<file path="src/rtl/bus_sched_pkg.sv">
// Shared types and helpers for the round-robin broadcast-bus scheduler.
package bus_sched_pkg;

    typedef enum logic [1:0] {
        IDLE    = 2'd0,
        POP     = 2'd1,
        ROUTE   = 2'd2,
        DELIVER = 2'd3
    } state_t;

    localparam int ID_W = 8;
    localparam logic [ID_W-1:0] BCAST_ID = 8'hFF;
    localparam int MAX_DRVRS = 256;

    // Destination mask for a header ID; an all-zero result marks the ID as undeliverable.
    function automatic logic [MAX_DRVRS-1:0] dest_mask(
        input logic [ID_W-1:0] id,
        input logic [ID_W-1:0] src,
        input int              drvrs,
        input logic [ID_W-1:0] bcast
    );
        logic [MAX_DRVRS-1:0] m;
        m = '0;
        if (id == bcast) begin
            for (int i = 0; i < MAX_DRVRS; i++) begin
                m[i] = (i < drvrs) && (i != int'(src));
            end
        end else if ((int'(id) < drvrs) && (id != src)) begin
            m[id] = 1'b1;
        end else begin
            m = '0;
        end
        return m;
    endfunction

endpackage

</file>
<file path="src/rtl/rr_picker.sv">
// Combinational round-robin picker: first asserted request at or above ptr, wrapping modulo N.
module rr_picker #(
    parameter int N = 8,
    parameter int W = (N > 1) ? $clog2(N) : 1
) (
    input  logic [N-1:0] req,
    input  logic [W-1:0] ptr,
    output logic [W-1:0] gnt_idx,
    output logic         any_req
);

    logic [W-1:0] idx_s;

    // Scan offsets from farthest to nearest so the closest request to ptr wins.
    always_comb begin
        gnt_idx = '0;
        idx_s   = '0;
        for (int k = N - 1; k >= 0; k--) begin
            idx_s   = W'((int'(ptr) + k) % N);
            gnt_idx = req[idx_s] ? idx_s : gnt_idx;
        end
    end

    assign any_req = |req;

endmodule

</file>
<file path="src/rtl/bus_rr_scheduler.sv">
// Round-robin scheduler sharing one broadcast bus among drvrs FWFT source FIFOs,
// with atomic, backpressure-aware delivery to one or all other destination FIFOs.
import bus_sched_pkg::*;

module bus_rr_scheduler #(
    parameter int              pckg_sz  = 16,
    parameter int              drvrs    = 8,
    parameter logic [ID_W-1:0] bcast_id = BCAST_ID,
    parameter int              GW       = (drvrs > 1) ? $clog2(drvrs) : 1
) (
    input  logic                       clk,
    input  logic                       reset,
    input  logic [drvrs-1:0]           pndng,
    input  logic [drvrs*pckg_sz-1:0]   D_pop,
    output logic [drvrs-1:0]           pop,
    input  logic [drvrs-1:0]           full,
    output logic [drvrs-1:0]           push,
    output logic [pckg_sz-1:0]         D_push,
    output logic [GW-1:0]              grant_id,
    output logic                       busy,
    output logic                       err_drop
);

    state_t               state_r;
    state_t               state_nxt_s;
    logic [GW-1:0]        rr_ptr_r;
    logic [GW-1:0]        grant_r;
    logic [GW-1:0]        pick_idx_s;
    logic [GW-1:0]        next_ptr_s;
    logic                 pick_any_s;
    logic [pckg_sz-1:0]   pkt_r;
    logic [pckg_sz-1:0]   head_s;
    logic [drvrs-1:0]     mask_r;
    logic [MAX_DRVRS-1:0] dm_s;
    logic                 id_ok_s;
    logic                 src_live_s;
    logic                 push_ok_s;

    rr_picker #(
        .N (drvrs),
        .W (GW)
    ) u_picker (
        .req     (pndng),
        .ptr     (rr_ptr_r),
        .gnt_idx (pick_idx_s),
        .any_req (pick_any_s)
    );

    assign dm_s       = dest_mask(pkt_r[pckg_sz-1 -: ID_W], ID_W'(grant_r), drvrs, bcast_id);
    assign id_ok_s    = |dm_s;
    assign src_live_s = pndng[grant_r];
    // Broadcast stays atomic: any full target blocks the whole push.
    assign push_ok_s  = ~|(mask_r & full);
    assign next_ptr_s = (int'(grant_r) == drvrs - 1) ? '0 : grant_r + GW'(1);
    assign grant_id   = grant_r;

    // Head word of the granted source FIFO.
    always_comb begin
        head_s = '0;
        for (int i = 0; i < drvrs; i++) begin
            if (grant_r == GW'(i)) begin
                head_s = D_pop[i*pckg_sz +: pckg_sz];
            end else begin
                head_s = head_s;
            end
        end
    end

    // State register.
    always_ff @(posedge clk or negedge reset) begin
        if (!reset) begin
            state_r <= IDLE;
        end else begin
            state_r <= state_nxt_s;
        end
    end

    // Next-state logic.
    always_comb begin
        state_nxt_s = state_r;
        case (state_r)
            IDLE:    state_nxt_s = pick_any_s ? POP : IDLE;
            POP:     state_nxt_s = src_live_s ? ROUTE : IDLE;
            ROUTE:   state_nxt_s = id_ok_s ? DELIVER : IDLE;
            DELIVER: state_nxt_s = push_ok_s ? IDLE : DELIVER;
            default: state_nxt_s = IDLE;
        endcase
    end

    // Grant, packet, mask and round-robin pointer registers.
    always_ff @(posedge clk or negedge reset) begin
        if (!reset) begin
            rr_ptr_r <= '0;
            grant_r  <= '0;
            pkt_r    <= '0;
            mask_r   <= '0;
        end else begin
            case (state_r)
                IDLE: begin
                    if (pick_any_s) begin
                        grant_r <= pick_idx_s;
                    end
                end
                POP: begin
                    if (src_live_s) begin
                        pkt_r <= head_s;
                    end
                end
                ROUTE: begin
                    mask_r <= dm_s[drvrs-1:0];
                    if (!id_ok_s) begin
                        rr_ptr_r <= next_ptr_s;
                    end
                end
                DELIVER: begin
                    if (push_ok_s) begin
                        rr_ptr_r <= next_ptr_s;
                    end
                end
                default: begin
                    rr_ptr_r <= rr_ptr_r;
                end
            endcase
        end
    end

    // Output decode; pop and push depend on live pndng/full so they react in the same cycle.
    always_comb begin
        pop      = '0;
        push     = '0;
        D_push   = '0;
        err_drop = 1'b0;
        busy     = 1'b1;
        case (state_r)
            IDLE: begin
                busy = 1'b0;
            end
            POP: begin
                if (src_live_s) begin
                    pop[grant_r] = 1'b1;
                end else begin
                    pop = '0;
                end
            end
            ROUTE: begin
                err_drop = ~id_ok_s;
            end
            DELIVER: begin
                D_push = pkt_r;
                if (push_ok_s) begin
                    push = mask_r;
                end else begin
                    push = '0;
                end
            end
            default: begin
                busy = 1'b0;
            end
        endcase
    end

endmodule

</file>
<file path="config.mk">
export PLATFORM = sky130hd
export DESIGN_NAME = bus_rr_scheduler
export DESIGN_NICKNAME = d
export VERILOG_FILES = /design/src/rtl/bus_sched_pkg.sv /design/src/rtl/rr_picker.sv /design/src/rtl/bus_rr_scheduler.sv
export SDC_FILE = /design/constraint.sdc
export NUM_CORES = 1
export LEC_CHECK = 0
export CAP_MARGIN = 20
export CORE_MARGIN = 2
export CORE_UTILIZATION = 45
export DETAILED_ROUTE_END_ITERATION = 7
export GPL_TIMING_DRIVEN = 0
export PLACE_DENSITY = 0.95
export SKIP_CTS_REPAIR_TIMING = 1
export SYNTH_ARGS = -nofsm -noshare
export SYNTH_HDL_FRONTEND = slang
export SYNTH_SLANG_ARGS = --single-unit
</file>
<file path="constraint.sdc">
create_clock -name clk -period 4.9 [get_ports clk]
set_input_delay 0.98 -clock clk [delete_from_list [all_inputs] [get_ports clk]]
set_output_delay 0.98 -clock clk [all_outputs]
set_load 0.005 [all_outputs]
</file>
Word-level counts from Yosys, hierarchy flattened
Index checks and enable logic that the tools add are counted.
{"block": "classes", "n_addsub": 8, "n_lt_le_gt_ge": 13, "n_eq_ne": 22, "mux": 56, "bitwise": 2, "n_reduce_logical": 13}
{"cell": "$mux W256", "n": 2}
{"cell": "$reduce_or A256 Y1", "n": 1}
{"cell": "$mux W16", "n": 9}
{"cell": "$lt A3 B4 Y1 const B", "n": 9}
{"cell": "$mux W3", "n": 11}
{"cell": "$mux W8", "n": 4}
{"cell": "$bmux W1 S3", "n": 9}
{"cell": "$reduce_or A8 Y1", "n": 2}
{"cell": "$mux W1", "n": 14}
{"cell": "$add A3 B3 Y3 const B", "n": 4}
{"cell": "$eq A3 B3 Y1 const B", "n": 4}
{"cell": "$ne A3 B3 Y1 const A", "n": 4}
{"cell": "$lt A8 B9 Y1 const B", "n": 1}
{"cell": "$and A8 B8 Y8", "n": 1}
{"cell": "$demux W1 S8", "n": 1}
{"cell": "$eq A8 B8 Y1 const B", "n": 1}
{"cell": "$ge A8 B1 Y1 const B", "n": 1}
{"cell": "$lt A8 B4 Y1 const B", "n": 1}
{"cell": "$ne A8 B3 Y1", "n": 1}
{"cell": "$pmux W2 S4", "n": 1}
{"cell": "$add A3 B1 Y3 const B", "n": 2}
{"cell": "$add A3 B2 Y3 const B", "n": 2}
{"cell": "$eq A3 B1 Y1 const B", "n": 2}
{"cell": "$eq A3 B2 Y1 const B", "n": 2}
{"cell": "other kinds (17)", "n": 25}
{"block": "totals", "register_bits": 32, "in_bits": 146, "elab_cells": 119}

Depth between registers and ports, before layout
Gate-level depths: netlist of run 1.
{"block": "depth", "word_depth": 11, "depth_mapped": 11}

Cells and area by module
From an unflattened synthesis of run 1, not the netlist that was laid out.
{"block": "unflattened", "hier_cells": 508, "hier_area_um2": 3956.3}
{"module": "bus_rr_scheduler", "instances": 1, "cells_each": 423, "area_each_um2": 3164.3}
{"module": "rr_picker", "instances": 1, "cells_each": 85, "area_each_um2": 792.0}

Worst setup path before layout of run 1
Ideal clock, no wire load.
{"block": "synth_timing", "path_type": "in2out", "startpoint": "in pndng[2]", "endpoint": "out pop[4]", "t_arrival_ns": 2.003, "slack_ns": 1.917, "cell_stages": 6, "n_path_buf": 1, "path_cell_list": "mux4_2 mux2i_1 nor3b_1 clkbuf_1 nand2_1 nor3_1"}
{"block": "synth_between", "elab_chain_cells": 4}
{"item": "start: declaration", "line": "bus_rr_scheduler.sv:13", "rtl": "input logic [drvrs-1:0] pndng,"}
{"item": "$bmux W1 S3", "line": "bus_rr_scheduler.sv:51", "rtl": "assign src_live_s = pndng[grant_r];"}
{"item": "$mux W1 (implied by the code)", "line": "bus_rr_scheduler.sv:51"}
{"item": "$mux W8", "line": "bus_rr_scheduler.sv:139", "rtl": "if (src_live_s) begin"}
{"item": "$mux W8", "line": "bus_rr_scheduler.sv:134", "rtl": "case (state_r)"}
{"item": "end: declaration", "line": "bus_rr_scheduler.sv:15", "rtl": "output logic [drvrs-1:0] pop,"}
Every way passes these cells. The select of a mux whose other input is x is not followed.

Worst setup path in the final report of run 1
{"block": "layout_timing", "startpoint": "in pndng[0]", "endpoint": "out pop[5]"}
Same word-level chain as after synthesis.

==> results of run 1 <==
stage by stage:
step                      power [uW]  std cells  hold WS [ns]
final                           3300        723         0.509
after global routing            3530        723         0.563
after CTS                       3240        723         0.511
after detailed placement        3020        715         0.495
after global placement          2920        714         0.493
after floorplan                 2220        430         0.470
worst paths after layout:
check	depth (start not counted)	slack (ns)	endpoint
setup / recovery	8	0.29	pop[5]
hold / removal	2	0.51	mask_r[6]
setup reg to reg	11	1.49	pkt_r[6]
hold reg to reg	2	0.51	mask_r[6]
max in group asynchronous	2	3.28	pkt_r[6]
min in group asynchronous	1	1.09	pkt_r[8]
cell families after synthesis:
kind of cell / after synthesis / synth area share [%]
mux: 33 / 15.5
simple gates: 143 / 21.6
xor+xnor: 6 / 1.94
compound gates: 151 / 29.8
flops: 32 / 21.8
buf+inv: 57 / 6.63
fa+ha+maj: 8 / 2.72
flip-flops by register name, indices dropped and copies added, names as in the netlist:
| name | flops |
|---|---|
| grant_id | 3 |
| mask_r | 8 |
| pkt_r | 16 |
| rr_ptr_r | 3 |
| state_r | 2 |
final cells by class:
type	count	area (um^2)	share of cell area [%]
tap	102	128	2.22
clock inverter	2	15.0	0.261
sequential	32	801	13.9
inverter	14	52.6	0.913
clock buffer	6	82.6	1.44
timing repair buffer	183	1850	32.1
buffer	43	191	3.33
multi-input combinational	341	2630	45.8
cells in the mapped netlist (2+ instances only):
master / count / area [um^2]
dfrtp_1: 32 / 801
clkbuf_1: 29 / 109
nor2_1: 26 / 97.6
a21oi_1: 25 / 125
nand2_1: 25 / 93.8
a22oi_1: 23 / 173
a221oi_1: 21 / 184
nor2b_1: 19 / 119
nor3b_1: 19 / 143
a31oi_1: 17 / 106
and3_1: 17 / 106
o211ai_1: 17 / 128
mux4_2: 15 / 338
o311ai_0: 15 / 131
inv_1: 11 / 41.3
mux2i_1: 11 / 110
and2_1: 9 / 56.3
buf_2: 9 / 45.0
ha_1: 8 / 100
nor3_1: 8 / 40.0
o21ai_1: 8 / 40.0
a32oi_1: 5 / 43.8
and4_1: 5 / 43.8
xor2_1: 4 / 35.0
a211oi_1: 3 / 22.5
inv_2: 3 / 11.3
nand2b_1: 3 / 18.8
nand3_1: 3 / 15.0
nor4_1: 3 / 18.8
o311ai_1: 3 / 26.3
a21o_1: 2 / 15.0
buf_1: 2 / 7.51
buf_6: 2 / 22.5
mux2_2: 2 / 22.5
mux4_1: 2 / 52.6
o22ai_1: 2 / 12.5
power by group through the flow:
| stage | clock network [uW] | logic [uW] | registers (uW) |
|---|---|---|---|
| 2_1_floorplan | 0 | 1760 | 456 |
| 3_3_place_gp | 0 | 2440 | 483 |
| 3_5_place_dp | 0 | 2530 | 491 |
| 4_1_cts | 222 | 2530 | 486 |
| 5_1_grt | 233 | 2800 | 505 |
| 6_report | 223 | 2590 | 492 |
worst reg2reg max path, cell delays in order (launching register included):
cell	delay, ns
dfrtp_1	0.47
clkbuf_1	0.41
inv_1	0.25
ha_1	0.28
and2_1	0.16
clkbuf_1	0.22
nor2_1	0.47
buf_2	0.34
a22oi_1	0.13
o311ai_0	0.21
o211ai_1	0.20
a31oi_1	0.20
routing by layer:
metal | up-vias | routed length (um)
li1 | 2076 | -
met1 | 2153 | 5660
met2 | 311 | 7510
met3 | 48 | 1510
met4 | 0 | 486
met5 | - | 0
placed cells by master, fill, tap and decap left out, drive strengths merged, types with 3 or more instances in the layout:
master         instances
a21oi                 25
xor2                   5
and4                   5
mux2i                 13
a221oi                21
o311ai                18
nand2b                 3
mux4                  17
inv                   14
nor3b                 19
nand3                  3
and3                  17
nand2                 25
clkbuf                35
dfrtp                 32
buf                   15
o211ai                17
ha                     8
and2                   9
a32oi                  5
mux2                   3
a22oi                 23
nor2b                 19
nor4                   3
nor3                   9
a211oi                 4
a31oi                 17
clkdlybuf4s50        182
o21ai                  9
nor2                  26
==> flow_metrics.tcl, run 1 <==
set metrics [dict create \
    status "finished clean" \
    cts_buffer_depth 2 \
    n_antenna_cell 0 \
    fmaxAchievable_mhz 217 \
    clock-sinks 32 \
    route.detailed.wl_per_inst_um 21.0 \
    p_leak_uw 0.00214 \
    synth_cells 430 \
    grt_max_degree 21 \
    netlist_area_um2 3680 \
    grt_pass1_vias 4580 \
    ios 183 \
    fin_crit_ns 4.61 \
    finalMaxSlewViolations 0 \
    core-area_um2 7810 \
    top_usage_layer "met2" \
    post-route-util_pct 73.7 \
    synth_edf_count 0 \
    ys_warn_count 0 \
    min_from "mask_r[6]" \
    worst-path-buf-inv 3 \
    rsz0062_at_grt "false" \
    syn-num-nets 584 \
    nets 774 \
    worstPathMaxFanout 10 \
    start_kind "input port" \
    final_antenna_net_count 0 \
    dr.first_iter.drc_count 367 \
    critical-path-top-delay-family "buffers and inverters" \
    switching_share_pct 50.8 \
    cts_root_buf "clkbuf_8" \
    clk_latency_ns 0.29 \
    cp_slowest_cell "clkdlybuf4s50_1" \
    stdcell_area_um2 5750 \
    clk_pin_slew_ns 0.07 \
    path_cells "clkdlybuf4s50_1, mux4_2, mux2i_1, nor3b_1, clkbuf_1, nand2_1, nor3_1, clkdlybuf4s50_1" \
    clkPwrFrac_pct 6.8 \
    die_h_um 94.4 \
    initial_core_util_pct 47.1 \
    setup_tns_ns 0 \
    dp_hpwl_um 12300 \
    syn_avg_cell_area_um2 8.55 \
    firstDrtPassIters 5 \
    setup_viol 0 \
    gr-total-overflow 0 \
    cts_buffers 5 \
    place_congestion 0.954 \
    die_w_um 94.4 \
    irDropWorstVdd_uv 277 \
    fillerInstances 588 \
    synth-main-ff-cell "dfrtp_1" \
    ys_async_sr_fraction_pct 100 \
    skew_ns 0.00841 \
    portBuffers 182 \
    met1_usage_pct 41.1 \
    drv_cap 0 \
    fp.dieArea_um2 8910 \
    drive_above_1_share_pct 7.57 \
    powerDensity_nw_per_um2 574 \
    drt-vias-per-instance 6.35 \
    combinationalPowerShare_pct 78.4 \
    criticalPathCategory "in -> out" \
    crit_required_ns 3.92 \
    switching_power_uw 1680 \
    cts_tree "done" \
    finalCritPeriodShare_pct 94.1 \
    cpMostUsedCell "clkdlybuf4s50_1" \
    internal-power_uw 1620 \
    use_met2_pct 56.9 \
    dp_worst_setup_slack_ns 0.363 \
    cts-htree-levels 2 \
    rows 32 \
    critPathLaunch "pndng[0]" \
    slowest_delay_ns 0.70 \
    p_seq_share_pct 14.9 \
    grtUsageMet3_pct 8.22 \
    r2r_start "grant_id[0]" \
    vias 4588 \
    antenna_found_initial 0 \
    drt_wl_total_um 15200 \
    drc 0 \
    endpoint_kind "output pin" \
    ys_seq_elements 32 \
    ys_seq_area_share_pct 21.8 \
    worstPathArrival_ns 3.63 \
    hold_violations 0 \
    worst_slack_ns 0.289 \
    worstMarginPinSlew_ns 1.05 \
    grt.total_usage_pct 33.2 \
    hp-class "reg -> reg" \
    area_delta_synth_final_pct 56.4 \
    synth.distinct_cells 58 \
    place_area_um2 5660 \
    grt_pass1_wl_um 23000 \
    slew_headroom_pct 29.3 \
]
Note: power is estimated with default switching activity, not from simulation.
==> inputs of run 2 (changes only) <==
--- a/config.mk
+++ b/config.mk
@@ -6,7 +6,7 @@
 export NUM_CORES = 1
 export LEC_CHECK = 0
 export CAP_MARGIN = 20
-export CORE_MARGIN = 2
+export CORE_MARGIN = 3
 export CORE_UTILIZATION = 45
 export DETAILED_ROUTE_END_ITERATION = 7
 export GPL_TIMING_DRIVEN = 0
==> flow_metrics.tcl, run 2 (synthesis results as in run 1) <==
set metrics [dict create \
    final_antenna_net_count 0 \
    route.detailed.wl_per_inst_um 20.9 \
    clock-sinks 32 \
    power_uw 3320 \
    internal-power_uw 1640 \
    layout.cells.non_filler 722 \
    dr.first_iter.drc_count 411 \
    fmaxAchievable_mhz 218 \
    slowest_delay_ns 0.67 \
    layout_common_cells "clkdlybuf4s50_1, dfrtp_1, clkbuf_1" \
    fillerInstances 583 \
    hold_violations 0 \
    worstPathArrival_ns 3.60 \
    p_leak_uw 0.00215 \
    combinationalPowerShare_pct 78.7 \
    switching_power_uw 1680 \
    worst_slack_ns 0.321 \
    firstDrtPassIters 8 \
    fp.dieArea_um2 9290 \
    seq_area_um2 801 \
    crit_required_ns 3.92 \
    path_cells "clkdlybuf4s50_1, mux4_2, mux2i_1, nor3b_1, clkbuf_1, nand2_1, nor3_1, clkdlybuf4s50_1" \
    vias 4683 \
    clkPwrFrac_pct 6.7 \
    cts_root_buf "clkbuf_8" \
    wl_met3_um 1660 \
    fin_crit_ns 4.58 \
    n_antenna_cell 0 \
    cts_tree "done" \
    antenna_found_initial 0 \
    grt_pass1_wl_um 23000 \
    grt.total_usage_pct 32.2 \
    cts-htree-levels 2 \
    largest_register "pkt_r" \
    initial_core_util_pct 46.9 \
    endpoint_kind "output pin" \
    place_congestion 0.979 \
    gr-total-overflow 0 \
    cts_buffers 5 \
    hp-class "reg -> reg" \
    grt_pass1_vias 4715 \
    powerDensity_nw_per_um2 577 \
    largest_reg_flops 16 \
    finalCritPeriodShare_pct 93.5 \
    topRoutingLayerUsed "met4" \
    ios 183 \
    drt_wl_total_um 15100 \
    nets 774 \
    criticalPathCategory "in -> out" \
    dp_hpwl_um 12100 \
    clk_latency_ns 0.29 \
    portBuffers 182 \
    drc 0 \
    switching_share_pct 50.7 \
    cp_slowest_cell "clkdlybuf4s50_1" \
    grt_max_degree 21 \
    die_w_um 96.4 \
    placed_cells 715 \
    finalMaxSlewViolations 0 \
    slew_headroom_pct 35.1 \
    rsz0062_at_grt "false" \
    p_seq_share_pct 14.6 \
    dp_worst_setup_slack_ns 0.375 \
    start_kind "input port" \
    cpMostUsedCell "clkdlybuf4s50_1" \
    cts_buffer_depth 2 \
    die_h_um 96.4 \
    area_delta_synth_final_pct 56.4 \
    drive_above_1_share_pct 7.42 \
    largestRegisters "pkt_r (16), mask_r (8)" \
    setup_tns_ns 0 \
    irDropWorstVdd_uv 337 \
    status "finished clean" \
    final_common_cell "clkdlybuf4s50_1" \
    clk_pin_slew_ns 0.06 \
    setup_viol 0 \
    rows 32 \
    worstPathMaxFanout 10 \
    core-area_um2 7850 \
    multi_input_area_um2 2630 \
    whs_ns 0.512 \
    drv_cap 0 \
    wl_met2_um 7320 \
    drt-met1-wl_um 5500 \
    skew_ns 0.00643 \
    worstMarginPinSlew_ns 0.966 \
    drt-vias-per-instance 6.49 \
]
[run 2: path summary, 6_finish.rpt]
path / startpoint / to / depth (start not counted) / slack [ns]
setup / recovery: pndng[2] / pop[4] / 8 / 0.32
min in group asynchronous: reset / state_r[0] / 1 / 1.09
hold reg to reg: mask_r[3] / mask_r[3] / 2 / 0.51
max in group asynchronous: reset / pkt_r[5] / 2 / 3.29
setup reg to reg: grant_id[0] / pkt_r[8] / 11 / 1.62
hold / removal: mask_r[3] / mask_r[3] / 2 / 0.51
[run 2: layer usage]
metal | vias up | track usage, %
met5 | - | 0
met4 | 0 | 14.5
met3 | 55 | 6.35
met2 | 355 | 54.5
met1 | 2199 | 39.5
li1 | 2074 | -
[run 2: final cells by class]
| class | count | area share, % |
|---|---|---|
| plain buffers | 43 | 3.33 |
| clock buffers | 7 | 1.68 |
| inverters | 14 | 0.914 |
| multi-input cells | 341 | 45.8 |
| flip-flops and latches | 32 | 13.9 |
| well taps | 102 | 2.22 |
| repair buffers | 183 | 32.2 |
[run 2: worst max-delay path: cells and delay by family]
kind / cells / cell delay [ns]
multiplexers: 2 / 0.40
AND/OR/NAND/NOR: 3 / 0.62
buffers and inverters: 3 / 1.59
[run 2: power groups by stage]
| stage | Clock, uW | Sequential, uW | Combinational, uW |
|---|---|---|---|
| after floorplan | 0 | 456 | 1760 |
| after global placement | 0 | 479 | 2470 |
| after detailed placement | 0 | 485 | 2530 |
| after CTS | 218 | 481 | 2550 |
| after global routing | 226 | 496 | 2800 |
| final | 222 | 484 | 2610 |
[run 2: metrics by stage]
stage | cell area [um^2] | utilization, %
after global routing | 5750 | 73.3
final | 5750 | 73.3
after floorplan | 3680 | -
after global placement | 5630 | 71.7
after detailed placement | 5660 | 72.1
after CTS | 5750 | 73.3
==> inputs of run 3 (changes only) <==
--- a/config.mk
+++ b/config.mk
@@ -9,6 +9,7 @@
 export CORE_MARGIN = 3
 export CORE_UTILIZATION = 45
 export DETAILED_ROUTE_END_ITERATION = 7
+export GPL_ROUTABILITY_DRIVEN = 0
 export GPL_TIMING_DRIVEN = 0
 export PLACE_DENSITY = 0.95
 export SKIP_CTS_REPAIR_TIMING = 1
==> flow_metrics.tcl, run 3 (synthesis results as in run 1) <==
set metrics [dict create \
    status "finished clean" \
    worstPathArrival_ns 3.72 \
    drv_cap 0 \
    grt_pass1_wl_um 22900 \
    fin_crit_ns 4.70 \
    vias 4762 \
    initial_core_util_pct 46.9 \
    dp_hpwl_um 12000 \
    min_from "mask_r[5]" \
    final_common_cell "clkdlybuf4s50_1" \
    setup_tns_ns 0 \
    die_h_um 96.4 \
    hold_violations 0 \
    finalCritPeriodShare_pct 95.9 \
    worstMarginPinSlew_ns 0.960 \
    grt_max_degree 22 \
    rsz0062_at_grt "false" \
    multi_input_area_um2 2630 \
    fp.dieArea_um2 9290 \
    drt-vias-per-instance 6.59 \
    r2r_start "grant_id[0]" \
    n_antenna_cell 0 \
    skew_ns 0.0102 \
    ios 183 \
    irDropWorstVdd_uv 294 \
    clk_latency_ns 0.29 \
    nets 774 \
    cts_buffer_depth 2 \
    finalMaxSlewViolations 0 \
    wl_met3_um 1560 \
    cts_tree "done" \
    dr.first_iter.drc_count 445 \
    drt_wl_total_um 14900 \
    crit_required_ns 3.92 \
    cts-htree-levels 2 \
    critPathLaunch "pndng[2]" \
    cts_buffers 5 \
    rows 32 \
    clock-sinks 32 \
    gr-total-overflow 0 \
    worst_slack_ns 0.202 \
    core-area_um2 7850 \
    dp_worst_setup_slack_ns 0.302 \
    final_antenna_net_count 0 \
    powerDensity_nw_per_um2 577 \
    route.detailed.wl_per_inst_um 20.5 \
    layout_common_cells "clkdlybuf4s50_1, dfrtp_1, clkbuf_1" \
    firstDrtPassIters 5 \
    clk_pin_slew_ns 0.07 \
    drc 0 \
    die_w_um 96.4 \
    hp-class "reg -> reg" \
    largestRegisters "pkt_r (16), mask_r (8)" \
    setup_viol 0 \
    criticalPathCategory "in -> out" \
    largest_register "pkt_r" \
    fmaxAchievable_mhz 213 \
    grt.total_usage_pct 31.7 \
    fillerInstances 577 \
    grt_pass1_vias 4710 \
    start_kind "input port" \
    worstPathMaxFanout 10 \
    cts_root_buf "clkbuf_8" \
    wl_met2_um 7330 \
    largest_reg_flops 16 \
    area_delta_synth_final_pct 56.4 \
    endpoint_kind "output pin" \
    drive_above_1_share_pct 7.57 \
    portBuffers 182 \
    p_leak_uw 0.00215 \
    antenna_found_initial 0 \
    topRoutingLayerUsed "met4" \
    slew_headroom_pct 35.5 \
    drt-met1-wl_um 5230 \
    seq_area_um2 801 \
]
## run 3: changes by cell type in the layout (fill, tap and decap cells not counted)
cell        before  now
buf_8            0    1
clkbuf_8         7    5
bufinv_16        0    1
buf_16           1    0
clkinv_2         0    1
clkinvlp_4       0    1
## run 3: worst paths after layout
path                       slack (ns)         to  cells past startpoint
min in group asynchronous        1.05  mask_r[7]                      1
max in group asynchronous        3.30  pkt_r[12]                      2
max                              0.20     pop[5]                      8
min reg2reg                      0.52  mask_r[5]                      2
max reg2reg                      1.66  pkt_r[10]                     11
min                              0.52  mask_r[5]                      2
## run 3: cell type report
class | count | share of cell area [%]
repair buffers | 183 | 31.9
inverters | 14 | 0.913
flip-flops and latches | 32 | 13.9
well taps | 102 | 2.22
clock inverters | 3 | 0.739
plain buffers | 43 | 3.33
multi-input cells | 341 | 45.8
clock buffers | 5 | 1.20
## run 3: worst max-delay path: stages
cell and delay [ns]:
clkdlybuf4s50_1 0.69, mux4_2 0.31, mux2i_1 0.06, nor3b_1 0.29, clkbuf_1 0.40, nand2_1 0.20, nor3_1 0.23, clkdlybuf4s50_1 0.56
## run 3: routing by layer
layer	up-vias	global-route usage, %
met1	2200	37.4
li1	2086	-
met4	0	14.7
met3	78	6.35
met5	-	0
met2	398	55.4
## run 3: stage by stage
| stage | utilization, % | hold WS (ns) | instance area (um^2) | power (uW) | cells |
|---|---|---|---|---|---|
| after floorplan | - | 0.470 | 3680 | 2220 | 430 |
| after global placement | 71.7 | 0.490 | 5630 | 2870 | 714 |
| after detailed placement | 71.9 | 0.503 | 5640 | 2980 | 715 |
| after CTS | 73.3 | 0.518 | 5750 | 3250 | 723 |
| after global routing | 73.3 | 0.558 | 5750 | 3540 | 723 |
| final | 73.3 | 0.517 | 5750 | 3320 | 723 |
## run 3: report_power, final
part	switching, uW	leakage [uW]	internal [uW]
combinational	1460	0.00171	1120
clock	102	0.0000541	150
sequential	92.8	0.000386	388
